**config.mk**
```make
export PLATFORM = sky130hd
export DESIGN_NAME = teclado_atm
export DESIGN_NICKNAME = d
export VERILOG_FILES = /design/src/rtl/teclado_atm.sv
export SDC_FILE = /design/constraint.sdc
export NUM_CORES = 1
export LEC_CHECK = 0
export CORE_ASPECT_RATIO = 1.5
export CORE_MARGIN = 5
export CORE_UTILIZATION = 30
export CTS_BUF_LIST = sky130_fd_sc_hd__clkbuf_2
export DETAILED_ROUTE_END_ITERATION = 10
export SLEW_MARGIN = 20
export SYNTH_ARGS = -nofsm -noshare
export SYNTH_HDL_FRONTEND = slang
export SYNTH_SLANG_ARGS = --single-unit
export TNS_END_PERCENT = 50
```
**constraint.sdc**
```tcl
create_clock -name clk -period 10 [get_ports clk]
set_input_delay 2 -clock clk [delete_from_list [all_inputs] [get_ports clk]]
set_output_delay 2 -clock clk [all_outputs]
set_load 0.005 [all_outputs]
```
**src/rtl/teclado_atm.sv**
```systemverilog
// rtl/teclado_atm.sv - debounced ATM keypad front-end producing PIN digit and amount strobes
module teclado_atm #(
  parameter int DEBOUNCE_CYCLES = 4,
  parameter int PIN_DIGITOS     = 4,
  parameter int MAX_DIGITOS     = 9
) (
  input  logic        clk,
  input  logic        rst,
  input  logic        tarjeta_recibida,
  input  logic        modo_monto,
  input  logic [3:0]  tecla,
  input  logic        tecla_valida,
  output logic [3:0]  digito,
  output logic        digito_stb,
  output logic [31:0] monto,
  output logic        monto_stb,
  output logic        pin_completo,
  output logic        error_tecla
);

  localparam int DW = $clog2(DEBOUNCE_CYCLES + 1);
  localparam int PW = $clog2(PIN_DIGITOS + 1);
  localparam int MW = $clog2(MAX_DIGITOS + 1);

  typedef enum logic [1:0] {IDLE, PIN, PIN_DONE, MONTO} state_t;

  state_t        state, state_n;
  logic [DW-1:0] db_cnt, db_cnt_n;
  logic          db_held, db_held_n;
  logic [3:0]    db_tecla, db_tecla_n;
  logic [PW-1:0] pin_cnt, pin_cnt_n;
  logic [MW-1:0] mon_cnt, mon_cnt_n;
  logic [31:0]   acc, acc_n, acc_x10;
  logic [3:0]    digito_n;
  logic [31:0]   monto_n;
  logic          digito_stb_n, monto_stb_n, pin_completo_n, error_n, evt;

  always_ff @(posedge clk) begin
    if (!rst) begin
      state        <= IDLE;
      db_cnt       <= '0;
      db_held      <= 1'b1;
      db_tecla     <= '0;
      pin_cnt      <= '0;
      mon_cnt      <= '0;
      acc          <= '0;
      digito       <= '0;
      digito_stb   <= 1'b0;
      monto        <= '0;
      monto_stb    <= 1'b0;
      pin_completo <= 1'b0;
      error_tecla  <= 1'b0;
    end else begin
      state        <= state_n;
      db_cnt       <= db_cnt_n;
      db_held      <= db_held_n;
      db_tecla     <= db_tecla_n;
      pin_cnt      <= pin_cnt_n;
      mon_cnt      <= mon_cnt_n;
      acc          <= acc_n;
      digito       <= digito_n;
      digito_stb   <= digito_stb_n;
      monto        <= monto_n;
      monto_stb    <= monto_stb_n;
      pin_completo <= pin_completo_n;
      error_tecla  <= error_n;
    end
  end

  always_comb begin
    state_n        = state;
    db_cnt_n       = db_cnt;
    db_held_n      = db_held;
    db_tecla_n     = db_tecla;
    pin_cnt_n      = pin_cnt;
    mon_cnt_n      = mon_cnt;
    acc_n          = acc;
    digito_n       = digito;
    monto_n        = monto;
    digito_stb_n   = 1'b0;
    monto_stb_n    = 1'b0;
    pin_completo_n = pin_completo;
    error_n        = 1'b0;
    evt            = 1'b0;
    acc_x10        = (acc << 3) + (acc << 1);

    // db_held=1 means a press was taken (or state changed) and a clean release is owed
    if (!db_held) begin
      if (tecla_valida) begin
        db_tecla_n = tecla;
        if (db_cnt != '0 && tecla == db_tecla) db_cnt_n = db_cnt + DW'(1);
        else                                   db_cnt_n = DW'(1);
        if (db_cnt_n == DW'(DEBOUNCE_CYCLES)) begin
          evt       = 1'b1;
          db_held_n = 1'b1;
          db_cnt_n  = '0;
        end
      end else begin
        db_cnt_n = '0;
      end
    end else begin
      if (!tecla_valida) begin
        db_cnt_n = db_cnt + DW'(1);
        if (db_cnt_n == DW'(DEBOUNCE_CYCLES)) begin
          db_held_n = 1'b0;
          db_cnt_n  = '0;
        end
      end else begin
        db_cnt_n = '0;
      end
    end

    if (!tarjeta_recibida) begin
      state_n        = IDLE;
      pin_completo_n = 1'b0;
      pin_cnt_n      = '0;
      mon_cnt_n      = '0;
      acc_n          = '0;
    end else begin
      case (state)
        IDLE: state_n = modo_monto ? MONTO : PIN;
        PIN, PIN_DONE: begin
          if (modo_monto) begin
            state_n   = MONTO;
            acc_n     = '0;
            mon_cnt_n = '0;
          end else if (evt && state == PIN) begin
            digito_n     = tecla;
            digito_stb_n = 1'b1;
            pin_cnt_n    = pin_cnt + PW'(1);
            if (pin_cnt_n == PW'(PIN_DIGITOS)) begin
              pin_completo_n = 1'b1;
              state_n        = PIN_DONE;
            end
          end
        end
        MONTO: begin
          if (!modo_monto) begin
            state_n = pin_completo ? PIN_DONE : PIN;
          end else if (evt) begin
            if (tecla <= 4'd9) begin
              if (mon_cnt == MW'(MAX_DIGITOS)) begin
                error_n = 1'b1;
              end else begin
                acc_n     = acc_x10 + {28'd0, tecla};
                mon_cnt_n = mon_cnt + MW'(1);
              end
            end else if (tecla == 4'hA) begin
              acc_n     = '0;
              mon_cnt_n = '0;
            end else if (tecla == 4'hB) begin
              if (mon_cnt != '0) begin
                monto_n     = acc;
                monto_stb_n = 1'b1;
                acc_n       = '0;
                mon_cnt_n   = '0;
              end else begin
                error_n = 1'b1;
              end
            end else begin
              error_n = 1'b1;
            end
          end
        end
        default: state_n = IDLE;
      endcase
    end

    // Any state change discards a key that is still held down
    if (state_n != state) begin
      db_cnt_n  = '0;
      db_held_n = 1'b1;
    end
  end

endmodule

```
==> summary.txt <==
Clock tree
  – Clk_lat worst skew: 570 ps
  – Clock Path Buffers: 2
  – CTS Root Cell: clkbuf_2
  – CTS tree: built
  – CTS Hold Bufs: 0
  – H-tree lvl count: 3
  – CTS buffer count: 9
  – Num Clock Sinks: 89
  – Cts repair resizes: 0
  – Clock-pin slew on the worst setup and hold paths: 250 ps
  – Total setup buffers inserted after CTS: 0

Setup path
  – CP delay by family, top: adder cells
  – Crit. End Element: register
  – R2r endpoint: acc[22]
  – Critical path buffer and inverter count: 2
  – CP max-delay cell: fa_1
  – Worst-path cell chain: clkdlybuf4s50_1 -> fa_1 -> inv_1 -> fa_1 -> nor2b_1 -> o2111ai_1 -> nand4_1 -> nand3_1 -> a21oi_1 -> nor3_1 -> nor3_1 -> mux2_2 -> o22ai_1
  – CP startpoint kind: primary input
  – Setup slack, reg-to-reg: 6770 ps
  – CP peak stage delay: 610 ps
  – R2r startpoint: db_cnt[0]
  – Worst EP required: 10,510 ps
  – WP data arrival: 5380 ps
  – Max Fanout on Critical Path: 7
  – CP Class: in -> reg
  – Register-to-Register Path Depth: 10

Power
  – Switch share: 0.263
  – Comb pwr share: 0.056
  – Clock network power share: 0.325
  – Seq pwr share: 0.619
  – Power per cell area: 93.2 nW/um^2
  – Leak Pwr: 0.00248 uW
  – Sw Pwr: 152 uW
  – VDD IR-drop max: 0.0000450 V
  – Internal Power: 426 uW

Logic synthesis
  – Synth Instances: 601
  – Synthesized-area fraction occupied by adder cells: 0.166
  – EDFF count, synth: 0
  – Syn Area/Cell: 9.04 um^2
  – Cell area after synthesis: 5440 um^2
  – Complex-gate fraction of the synthesized area: 0.157
  – Post-synthesis simple-gate area fraction: 0.183
  – Unique masters post-synth: 56
  – Multiplexer share of the synthesized area: 0.0739
  – Asr flop ratio synth: 0
  – Count of state elements after synthesis: 89
  – Seq/Total Area, Yosys: 0.328
  – Yosys warns: 0
  – Top FF cell, synth: dfxtp_1
  – Largest family of logic cells by synthesized area: simple AND/OR/NAND/NOR gates
  – Post-Synthesis Net Count: 681
  – Post-synthesis xor/xnor area fraction: 0.0580

Placement
  – DP Area: 6080 um^2
  – Port Buffer Count: 48
  – Hpwl dp: 8800 um
  – Dpl cells: 848
  – RePlAce Congestion: 0.825

Cells and area
  – Fin area: 6200 um^2
  – Area Growth Syn to Fin: 14.1%
  – Nets: 722
  – Finished Core Util: 0.347
  – Layout cell share with drive strength beyond 1: 0.0464
  – Area of the multi-input gates: 3470 um^2
  – Fin cells: 865
  – Fill cell count: 1,886
  – Register area: 1780 um^2

GRT
  – Total GRT Usage: 0.121
  – First-pass GRT wire length: 21,300 um
  – Vias in the first global route: 4,418
  – Initial antenna violation count: 1
  – Routing usage on met3: 0.0181
  – Most Used Layer, Global Route: met2
  – GRT overflow: 0
  – Met2 Use GR: 0.213
  – GR Util met1: 0.148
  – Largest net degree at the start of global routing: 50

Floorplanning
  – Initial Util: 0.304
  – # rows: 60
  – Core area: 17,900 um^2
  – Die Span Y: 175 um
  – Number of I/O pins: 49
  – Die area: 21,000 um^2
  – Die width: 120 um

STA
  – Actual slew at the worst max-slew pin: 1020 ps
  – Hold Violations, Final: 0
  – Worst relative slew slack: 0.316
  – Hold slack: 462 ps
  – Period utilization: 0.487
  – Final min period: 4870 ps
  – Fmax: 205 MHz
  – TNS Setup: 0 ps
  – Max Transition Viols Final: 0
  – Final setup viols: 0
  – Skew final: 30.0 ps
  – RSZ-0062 raised after global routing: no

Drt
  – # DRC: 0
  – Total wire length: 11,900 um
  – Vias: 4,266
  – Pre-Repair DR Iteration Count: 4
  – Avg WL per Cell: 13.8 um
  – Vias per cell: 4.93
  – Post-DRT Antenna Nets: 0
  – Iteration-0 DRC Markers: 169

Run status
  – Status: completed

Min path
  – Hold WC Path Type: reg -> reg
  – Hold path depth: 2
  – Hold Path Sink: acc[31]
  – Worst Hold Launch: acc[31]

Job
  – Max Cap Viol: 0
## placed cells by master, fill, tap and decap left out, drive strengths merged, types with 3 or more instances in the layout
| cell type | n |
|---|---|
| a21boi | 7 |
| a21oi | 36 |
| xor2 | 16 |
| nor2 | 39 |
| and4 | 3 |
| a211oi | 5 |
| ha | 69 |
| a21o | 11 |
| nor4 | 3 |
| and3 | 3 |
| nor3 | 7 |
| clkinv | 4 |
| inv | 18 |
| mux2i | 39 |
| clkbuf | 9 |
| o21ai | 35 |
| nand3 | 19 |
| nand2 | 58 |
| o21bai | 4 |
| a31oi | 6 |
| a22oi | 19 |
| dfxtp | 89 |
| xnor2 | 20 |
| clkdlybuf4s50 | 48 |
| nand2b | 4 |
| nor2b | 39 |
| o31ai | 3 |
## per-stage QoR
step | setup WS, ps | power (uW)
2_1_floorplan | 5470 | 386
3_3_place_gp | 4580 | 397
3_5_place_dp | 4520 | 397
4_1_cts | 5160 | 589
5_1_grt | 4970 | 603
6_report | 5130 | 578
## synthesized netlist by cell type, types with 16 or more instances
library cell	number	area, um^2
nand3_1	18	90.1
a22oi_1	19	143
o21ai_0	32	160
mux2i_1	39	390
nand2_1	57	214
dfxtp_1	89	1780
xor2_1	16	140
a21oi_1	36	180
nor2_1	38	143
xnor2_1	20	175
ha_1	69	863
inv_1	18	67.6
nor2b_1	39	244
## how the worst max path moves through the flow
stage | startpoint | endpoint | slack [ps] | cells after the start
final | tecla[3] | acc[28] | 5130 | 13
after CTS | tecla[3] | acc[28] | 5160 | 13
after floorplan | tecla[3] | acc[28] | 5470 | 12
after global routing | tecla[3] | acc[28] | 4970 | 13
after detailed placement | tecla[3] | acc[28] | 4520 | 13
after global placement | tecla[3] | acc[28] | 4580 | 13
## final cells by class
| cell class | instances | share of cell area |
|---|---|---|
| clock inverters | 7 | 0.0115 |
| clock buffers | 9 | 0.00726 |
| repair buffers | 50 | 0.0799 |
| well taps | 217 | 0.0438 |
| multi-input cells | 474 | 0.559 |
| flip-flops and latches | 89 | 0.287 |
| diodes | 1 | 0.000403 |
| inverters | 18 | 0.0109 |
## sequential cells by signal (all words and copies together) (netlist names)
| signal | count |
|---|---|
| acc | 32 |
| monto | 32 |
| db_tecla | 4 |
| digito | 4 |
| mon_cnt | 4 |
| db_cnt | 3 |
| pin_cnt | 3 |
| state | 2 |
| db_held | 1 |
| digito_stb | 1 |
| error_tecla | 1 |
| monto_stb | 1 |
| pin_completo | 1 |
## logic make-up (layout without fill, tap and decap cells)
| kind of cell | after synthesis | count (layout) |
|---|---|---|
| flip-flops | 89 | 89 |
| other | 0 | 1 |
| AO/OA/AOI/OAI | 137 | 137 |
| AND/OR/NAND/NOR | 190 | 190 |
| buffers and inverters | 38 | 84 |
| XOR/XNOR | 36 | 36 |
| multiplexers | 40 | 40 |
| adder cells (fa/ha/maj) | 71 | 71 |
## power groups by stage
stage          registers, uW  clock network [uW]  logic (uW)
6_report                 358                 188        32.4
5_1_grt                  359                 208        37.0
4_1_cts                  358                 198        33.0
3_5_place_dp             364                   0        32.8
3_3_place_gp             364                   0        32.8
2_1_floorplan            364                   0        21.7
## metal layers
metal / up-vias / share of wire
li1: 2228 / -
met1: 1978 / 0.45
met2: 44 / 0.51
met3: 16 / 0.018
met4: 0 / 0.018
met5: - / 0
## worst reg2reg max path, stage by stage (launching register included)
cell and delay [ps]:
dfxtp_1 480, inv_1 80, ha_1 190, nor2b_1 150, nor3_2 180, and4_4 280, nand2_4 90, nor3_4 820
nand3_2 460, nor4_1 380, a21o_1 110
No activity file was read; power rests on OpenSTA's default activity.
